**config.mk**
```make
export PLATFORM = sky130hd
export DESIGN_NAME = calc2
export DESIGN_NICKNAME = d
export VERILOG_FILES = /design/src/rtl/calc2.sv
export SDC_FILE = /design/constraint.sdc
export NUM_CORES = 2
export LEC_CHECK = 0
export BUFFER_PORTS_ARGS = -buffer_cell sky130_fd_sc_hd__buf_2
export CORE_MARGIN = 2
export CORE_UTILIZATION = 50
export DETAILED_ROUTE_END_ITERATION = 16
export HOLD_SLACK_MARGIN = 0.03
export PLACE_DENSITY = 0.68
export REMOVE_ABC_BUFFERS = 1
export SYNTH_ARGS = -nofsm -noshare
export SYNTH_HDL_FRONTEND = slang
export SYNTH_SLANG_ARGS = --single-unit
export TNS_END_PERCENT = 50
```
**constraint.sdc**
```tcl
create_clock -name c_clk -period 8.2 [get_ports c_clk]
set_clock_uncertainty 0.15 [all_clocks]
set_input_delay 1.64 -clock c_clk [delete_from_list [all_inputs] [get_ports c_clk]]
set_output_delay 1.64 -clock c_clk [all_outputs]
set_load 0.1 [all_outputs]
```
**src/rtl/calc2.sv**
```systemverilog
`default_nettype none
// ============================================================================
//  Module   : calc2
//  Purpose  : Four-port tagged 32-bit calculator. Each port has a capture
//             stage and a 4-deep in-order command queue. One shared add/sub
//             unit and one shared shift unit are arbitrated with fixed
//             priority (port1 highest). Scan pins carry no function.
//  Revision : 1.0  initial release
// ============================================================================
module calc2 (
   input  logic        c_clk,
   input  logic        reset,
   input  logic [3:0]  req1_cmd_in,
   input  logic [31:0] req1_data_in,
   input  logic [1:0]  req1_tag_in,
   input  logic [3:0]  req2_cmd_in,
   input  logic [31:0] req2_data_in,
   input  logic [1:0]  req2_tag_in,
   input  logic [3:0]  req3_cmd_in,
   input  logic [31:0] req3_data_in,
   input  logic [1:0]  req3_tag_in,
   input  logic [3:0]  req4_cmd_in,
   input  logic [31:0] req4_data_in,
   input  logic [1:0]  req4_tag_in,
   output logic [31:0] out_data1,
   output logic [1:0]  out_resp1,
   output logic [1:0]  out_tag1,
   output logic [31:0] out_data2,
   output logic [1:0]  out_resp2,
   output logic [1:0]  out_tag2,
   output logic [31:0] out_data3,
   output logic [1:0]  out_resp3,
   output logic [1:0]  out_tag3,
   output logic [31:0] out_data4,
   output logic [1:0]  out_resp4,
   output logic [1:0]  out_tag4,
   input  logic        scan_in,
   input  logic        a_clk,
   input  logic        b_clk,
   output logic        scan_out
);

   localparam int         NP       = 4;
   localparam logic [2:0] MAX_OUT  = 3'd4;
   localparam logic [3:0] CMD_ADD  = 4'd1;
   localparam logic [3:0] CMD_SUB  = 4'd2;
   localparam logic [3:0] CMD_SHL  = 4'd5;
   localparam logic [3:0] CMD_SHR  = 4'd6;
   localparam logic [1:0] RESP_OK  = 2'd1;
   localparam logic [1:0] RESP_ERR = 2'd2;

   typedef struct packed {
      logic [3:0]  cmd;
      logic [1:0]  tag;
      logic [31:0] op1;
      logic [31:0] op2;
   } entry_t;

   // Port-indexed views of the flat port list
   logic [3:0]  cmd_in   [NP];
   logic [31:0] data_in  [NP];
   logic [1:0]  tag_in   [NP];
   logic [31:0] res_data [NP];
   logic [1:0]  res_resp [NP];
   logic [1:0]  res_tag  [NP];

   assign cmd_in[0] = req1_cmd_in;   assign data_in[0] = req1_data_in;   assign tag_in[0] = req1_tag_in;
   assign cmd_in[1] = req2_cmd_in;   assign data_in[1] = req2_data_in;   assign tag_in[1] = req2_tag_in;
   assign cmd_in[2] = req3_cmd_in;   assign data_in[2] = req3_data_in;   assign tag_in[2] = req3_tag_in;
   assign cmd_in[3] = req4_cmd_in;   assign data_in[3] = req4_data_in;   assign tag_in[3] = req4_tag_in;

   assign out_data1 = res_data[0];   assign out_resp1 = res_resp[0];   assign out_tag1 = res_tag[0];
   assign out_data2 = res_data[1];   assign out_resp2 = res_resp[1];   assign out_tag2 = res_tag[1];
   assign out_data3 = res_data[2];   assign out_resp3 = res_resp[2];   assign out_tag3 = res_tag[2];
   assign out_data4 = res_data[3];   assign out_resp4 = res_resp[3];   assign out_tag4 = res_tag[3];

   // Scan pins are present for integration and carry no function
   logic unused_scan_pins;
   assign unused_scan_pins = scan_in ^ a_clk ^ b_clk;
   assign scan_out         = 1'b0;

   // Capture stage: command cycle latches cmd/tag/op1, next cycle supplies op2
   logic        pend_v   [NP];
   logic [3:0]  pend_cmd [NP];
   logic [1:0]  pend_tag [NP];
   logic [31:0] pend_op1 [NP];

   // Per-port queues and outstanding-command counters
   entry_t      fifo_mem [NP][4];
   logic [1:0]  wr_ptr   [NP];
   logic [1:0]  rd_ptr   [NP];
   logic [2:0]  fifo_cnt [NP];
   logic [2:0]  outst    [NP];

   // Queue-head decode and per-port handshakes
   entry_t      head     [NP];
   logic        is_add   [NP];
   logic        is_sh    [NP];
   logic        is_inv   [NP];
   logic        accept   [NP];
   logic        pop      [NP];
   logic        done     [NP];

   // Arbitration results
   logic        add_gnt_v;
   logic [1:0]  add_gnt;
   logic        sh_gnt_v;
   logic [1:0]  sh_gnt;

   // Unit input registers (dispatch stage)
   logic        add_v;
   logic [1:0]  add_port;
   logic        add_is_sub;
   logic [31:0] add_a;
   logic [31:0] add_b;
   logic [1:0]  add_tag;
   logic        sh_v;
   logic [1:0]  sh_port;
   logic        sh_left;
   logic [31:0] sh_a;
   logic [4:0]  sh_amt;
   logic [1:0]  sh_tag;
   logic        inv_v    [NP];
   logic [1:0]  inv_tag  [NP];

   // Decode each queue head and decide whether a new command may be accepted
   always_comb begin
      for (int p = 0; p < NP; p++) begin
         head[p]   = fifo_mem[p][rd_ptr[p]];
         is_add[p] = (fifo_cnt[p] != 3'd0) &&
                     (head[p].cmd == CMD_ADD || head[p].cmd == CMD_SUB);
         is_sh[p]  = (fifo_cnt[p] != 3'd0) &&
                     (head[p].cmd == CMD_SHL || head[p].cmd == CMD_SHR);
         is_inv[p] = (fifo_cnt[p] != 3'd0) && !is_add[p] && !is_sh[p];
         // The op2 cycle is never a command cycle, whatever cmd shows
         accept[p] = !pend_v[p] && (cmd_in[p] != 4'd0) && (outst[p] < MAX_OUT);
      end
   end

   // Fixed-priority arbitration per unit; invalid heads retire on their own path
   always_comb begin
      add_gnt_v = 1'b0;
      add_gnt   = 2'd0;
      sh_gnt_v  = 1'b0;
      sh_gnt    = 2'd0;
      // Scan from lowest priority so the highest-priority requester wins last
      for (int p = NP - 1; p >= 0; p--) begin
         if (is_add[p]) begin
            add_gnt_v = 1'b1;
            add_gnt   = 2'(p);
         end
         if (is_sh[p]) begin
            sh_gnt_v = 1'b1;
            sh_gnt   = 2'(p);
         end
      end
      for (int p = 0; p < NP; p++) begin
         pop[p]  = is_inv[p] ||
                   (add_gnt_v && add_gnt == 2'(p)) ||
                   (sh_gnt_v  && sh_gnt  == 2'(p));
         done[p] = inv_v[p] ||
                   (add_v && add_port == 2'(p)) ||
                   (sh_v  && sh_port  == 2'(p));
      end
   end

   // Shared execution units
   logic [32:0] add_sum;
   logic [31:0] sub_dif;
   logic        add_bad;
   logic [31:0] add_res;
   logic [31:0] sh_res;

   assign add_sum = {1'b0, add_a} + {1'b0, add_b};
   assign sub_dif = add_a - add_b;
   assign add_bad = add_is_sub ? (add_b > add_a) : add_sum[32];
   assign add_res = add_bad ? 32'd0 : (add_is_sub ? sub_dif : add_sum[31:0]);
   assign sh_res  = sh_left ? (sh_a << sh_amt) : (sh_a >> sh_amt);

   // Control state: capture valid, queue pointers, counters, dispatch valids
   always_ff @(posedge c_clk) begin
      if (reset) begin
         for (int p = 0; p < NP; p++) begin
            pend_v[p]   <= 1'b0;
            wr_ptr[p]   <= 2'd0;
            rd_ptr[p]   <= 2'd0;
            fifo_cnt[p] <= 3'd0;
            outst[p]    <= 3'd0;
            inv_v[p]    <= 1'b0;
         end
         add_v <= 1'b0;
         sh_v  <= 1'b0;
      end else begin
         for (int p = 0; p < NP; p++) begin
            pend_v[p] <= accept[p];
            if (pend_v[p]) wr_ptr[p] <= wr_ptr[p] + 2'd1;
            if (pop[p])    rd_ptr[p] <= rd_ptr[p] + 2'd1;
            fifo_cnt[p] <= fifo_cnt[p] + {2'b00, pend_v[p]} - {2'b00, pop[p]};
            outst[p]    <= outst[p] + {2'b00, accept[p]} - {2'b00, done[p]};
            inv_v[p]    <= is_inv[p];
         end
         add_v <= add_gnt_v;
         sh_v  <= sh_gnt_v;
      end
   end

   // Datapath registers: qualified by the valids above, so no reset needed
   always_ff @(posedge c_clk) begin
      for (int p = 0; p < NP; p++) begin
         if (accept[p]) begin
            pend_cmd[p] <= cmd_in[p];
            pend_tag[p] <= tag_in[p];
            pend_op1[p] <= data_in[p];
         end
         if (pend_v[p]) begin
            fifo_mem[p][wr_ptr[p]] <= {pend_cmd[p], pend_tag[p], pend_op1[p], data_in[p]};
         end
         inv_tag[p] <= head[p].tag;
      end
      add_port   <= add_gnt;
      add_is_sub <= (head[add_gnt].cmd == CMD_SUB);
      add_a      <= head[add_gnt].op1;
      add_b      <= head[add_gnt].op2;
      add_tag    <= head[add_gnt].tag;
      sh_port    <= sh_gnt;
      sh_left    <= (head[sh_gnt].cmd == CMD_SHL);
      sh_a       <= head[sh_gnt].op1;
      sh_amt     <= head[sh_gnt].op2[4:0];
      sh_tag     <= head[sh_gnt].tag;
   end

   // Response registers: at most one source targets a port in any cycle
   always_ff @(posedge c_clk) begin
      for (int p = 0; p < NP; p++) begin
         if (reset) begin
            res_resp[p] <= 2'd0;
            res_data[p] <= 32'd0;
            res_tag[p]  <= 2'd0;
         end else if (add_v && add_port == 2'(p)) begin
            res_resp[p] <= add_bad ? RESP_ERR : RESP_OK;
            res_data[p] <= add_res;
            res_tag[p]  <= add_tag;
         end else if (sh_v && sh_port == 2'(p)) begin
            res_resp[p] <= RESP_OK;
            res_data[p] <= sh_res;
            res_tag[p]  <= sh_tag;
         end else if (inv_v[p]) begin
            res_resp[p] <= RESP_ERR;
            res_data[p] <= 32'd0;
            res_tag[p]  <= inv_tag[p];
         end else begin
            res_resp[p] <= 2'd0;
            res_data[p] <= 32'd0;
            res_tag[p]  <= 2'd0;
         end
      end
   end

endmodule
`default_nettype wire

```
==> impl_metrics.ini <==
[floorplanning]
die_area_sq_um = 134000
fp.dieW_microns = 366
initial_core_util_pct = 50.5
coreArea_sq_um = 130000
die_h_microns = 366
ios = 302
rows = 132

[power_and_ir_drop]
max-vdd-ir-drop_mv = 0.254
power_leakage_uw = 0.0259
p_int_uw = 18900
switchingPower_uw = 12800
p_per_area_nw_per_um2 = 423
seq_power_share_pct = 35.3
clock_power_share_pct = 23.1
pwr-share-comb_pct = 41.6
switching_share_pct = 40.5
report.power.total_uw = 31700

[sta]
timing.hold.ws_ns = 0.339
min_period_over_period_pct = 62.8
worst_slew_pin_slew_ns = 1.26
finalSetupTns_ns = 0
setup_viol = 0
hold_violations = 0
period_minus_slack_ns = 5.15
finalMaxSlewViolations = 0
grt_setup_unrepaired = false
fmax_mhz = 194
slew_headroom_pct = 15.6

[setup_path]
worstSetupStartpointType = register
cp_slowest_cell = buf_4
crit_path_max_incr_delay_ns = 0.68
crit_cells = 19
critical-path-top-delay-family = buffers and inverters
reg2reg_setup_slack_ns = 3.05
path_max_fanout = 70
crit_path_end = fifo_cnt[3][2]$_SDFF_PP0_
crit_path_cell_trace = buf_12 > mux4_2 > xor2_1 > nand2b_1 > nand3b_1 > nand2b_1 > nor2_4 > buf_4 > nor2_1 > and2_1 > inv_1 > ha_1 > inv_1 > ha_1 > inv_1 > fa_1 > xor2_1 > xnor2_1 > nor2_1
worstReg2RegStart = rd_ptr[3][0]$_SDFFCE_PN0P_
critical_path_class = register to register
rr_endpoint = fifo_cnt[3][2]$_SDFF_PP0_
crit_required_ns = 8.72
worstPathArrival_ns = 5.67
crit_top_cell = inv_1
reg2reg_depth = 19
endpoint_kind = register
critPathBufInv = 5
crit_start = rd_ptr[3][0]$_SDFFCE_PN0P_

[clocking]
cts_setup_buffers = 0
cts.sinks = 1585
ctsResizeCount = 0
clk_pin_slew_ns = 0.06
cts_inserted_buffers = 157
ctsHoldBuffers = 0
cts_tree = done
cts_buffer_depth = 3
cts_root_buf = clkbuf_16
htree_num_levels = 4
clk_latency_ns = 0.82

[final_layout]
instances_no_fill = 6159
final_cell_mix = 1,432 x edfxtp_1, 316 x mux4_2, 296 x buf_2
area_delta_synth_final_pct = 13.9
final_layout_size_suffix_gt1_share_pct = 23.2
final_nets = 4543
final_common_cell = edfxtp_1
postLayoutCoreUtil_pct = 57.6

[global_routing]
antenna_found_initial = 17
grt_pass1_wl_microns = 270000
overflow = 0
grt_start_max_net_pins = 82
grt_pass1_vias = 37591
grt_usage_pct = 28.2

[synthesis]
synth_top_area_cell = edfxtp_1
netlist_instances = 3847
netlist-cell-type-count = 90
synthFlopType = edfxtp_1
synth.cell_area_sq_um = 65700
yosysTopAreaCellShare_pct = 65.5
yosys_warnings = 0
synthTopCellsByArea = edfxtp_1 65%, mux4_2 11%, dfxtp_1 4.7%
synth-edff-count = 1432
ys_seq_area_share_pct = 70.1
async_reset_ff_share_pct = 0
ys_ff_latch = 1585
avgSynthCellArea_sq_um = 17.1

[drt]
drtIter0Drc = 4891
post_drt_wl_per_cell_microns = 30.8
drc = 0
finalWirelength_microns = 190000
ant_nets = 0
via_per_inst = 6.26
first_pass_iters = 7
num_vias = 38583

[status]
status = completed

[job]
cap_violations = 0

[place]
port_buffers = 297
dpl.hpwl_microns = 119000
dp.cells = 5863
routabilityCongestion = 0.970

[hold_path]
hold_path_startpoint = pend_op1[3][12]$_DFFE_PP_
holdCritPathClass = register to register
==> synthesized netlist by cell type, drive strengths merged, types with 23 or more instances <==
cell / number
nor3: 48
and2: 29
dfxtp: 153
ha: 96
o21ai: 91
mux4: 316
inv: 114
a22oi: 45
mux2i: 55
nand3: 54
a22o: 95
clkbuf: 120
o22ai: 62
mux2: 26
a21oi: 116
a211oi: 23
o211ai: 29
nand2: 177
buf: 108
xnor2: 41
nor2: 228
a221o: 78
a21o: 25
edfxtp: 1432
==> kinds of logic after synthesis <==
group                      after synthesis  share of synthesized area [%]
DFF                                   1585                           70.1
AOI/OAI and AO/OA                      700                           7.89
and+or+nand+nor                        659                           4.71
muxes                                  397                           12.1
buffers and inverters                  344                           2.26
adders and majority gates              106                           2.13
xor gates and xnor gates                54                          0.754
other                                    2                         0.0114
==> sequential cells by signal (all words and copies together), names as in the netlist, 12 cells and up <==
name      flops
add_a        32
add_b        32
fifo_cnt     12
fifo_mem   1120
outst        12
pend_cmd     16
pend_op1    128
res_data    128
sh_a         32
==> how the worst min path moves through the flow <==
stage,cells past startpoint,endpoint,slack (ns)
after floorplan,1,pend_v[0]$_SDFF_PP0_,0.29
after global placement,0,fifo_mem[2][63]$_DFFE_PP_,0.32
after detailed placement,0,fifo_mem[2][58]$_DFFE_PP_,0.33
after CTS,0,fifo_mem[2][268]$_DFFE_PP_,0.33
after global routing,0,fifo_mem[1][186]$_DFFE_PP_,0.35
final,0,fifo_mem[3][184]$_DFFE_PP_,0.34
==> power by group through the flow <==
stage | Sequential [uW] | Combinational [uW] | Clock [uW]
CTS | 11200 | 13000 | 7420
detailed placement | 11300 | 12900 | 0
floorplan | 12000 | 7280 | 0
global route | 11300 | 13900 | 7760
finish | 11200 | 13200 | 7330
global placement | 11300 | 12900 | 0
==> per-layer routing <==
metal	vias up	global-route usage, %	routed length, microns
met2	2176	44.8	89900
met5	-	0	36
met1	19872	38.5	74800
met4	6	10.3	6930
li1	16203	-	-
met3	326	6.26	18200
==> final cells by class <==
| cell class | instances | area [sq um] |
|---|---|---|
| clock buffer | 217 | 4400 |
| tap | 1742 | 2180 |
| sequential | 1585 | 46100 |
| fill | 9847 | 55200 |
| antenna | 5 | 12.5 |
| inverter | 116 | 435 |
| timing repair buffer | 359 | 1990 |
| multi-input combinational | 2061 | 18800 |
| clock inverter | 74 | 961 |
==> stage by stage <==
step / setup slack [ns] / area [sq um]
2_1_floorplan: 0.620 / 65200
3_3_place_gp: 3.10 / 69500
3_5_place_dp: 3.08 / 69500
4_1_cts: 3.05 / 74800
5_1_grt: 2.77 / 74800
6_report: 3.05 / 74800
(Power assumes the default switching activity.)
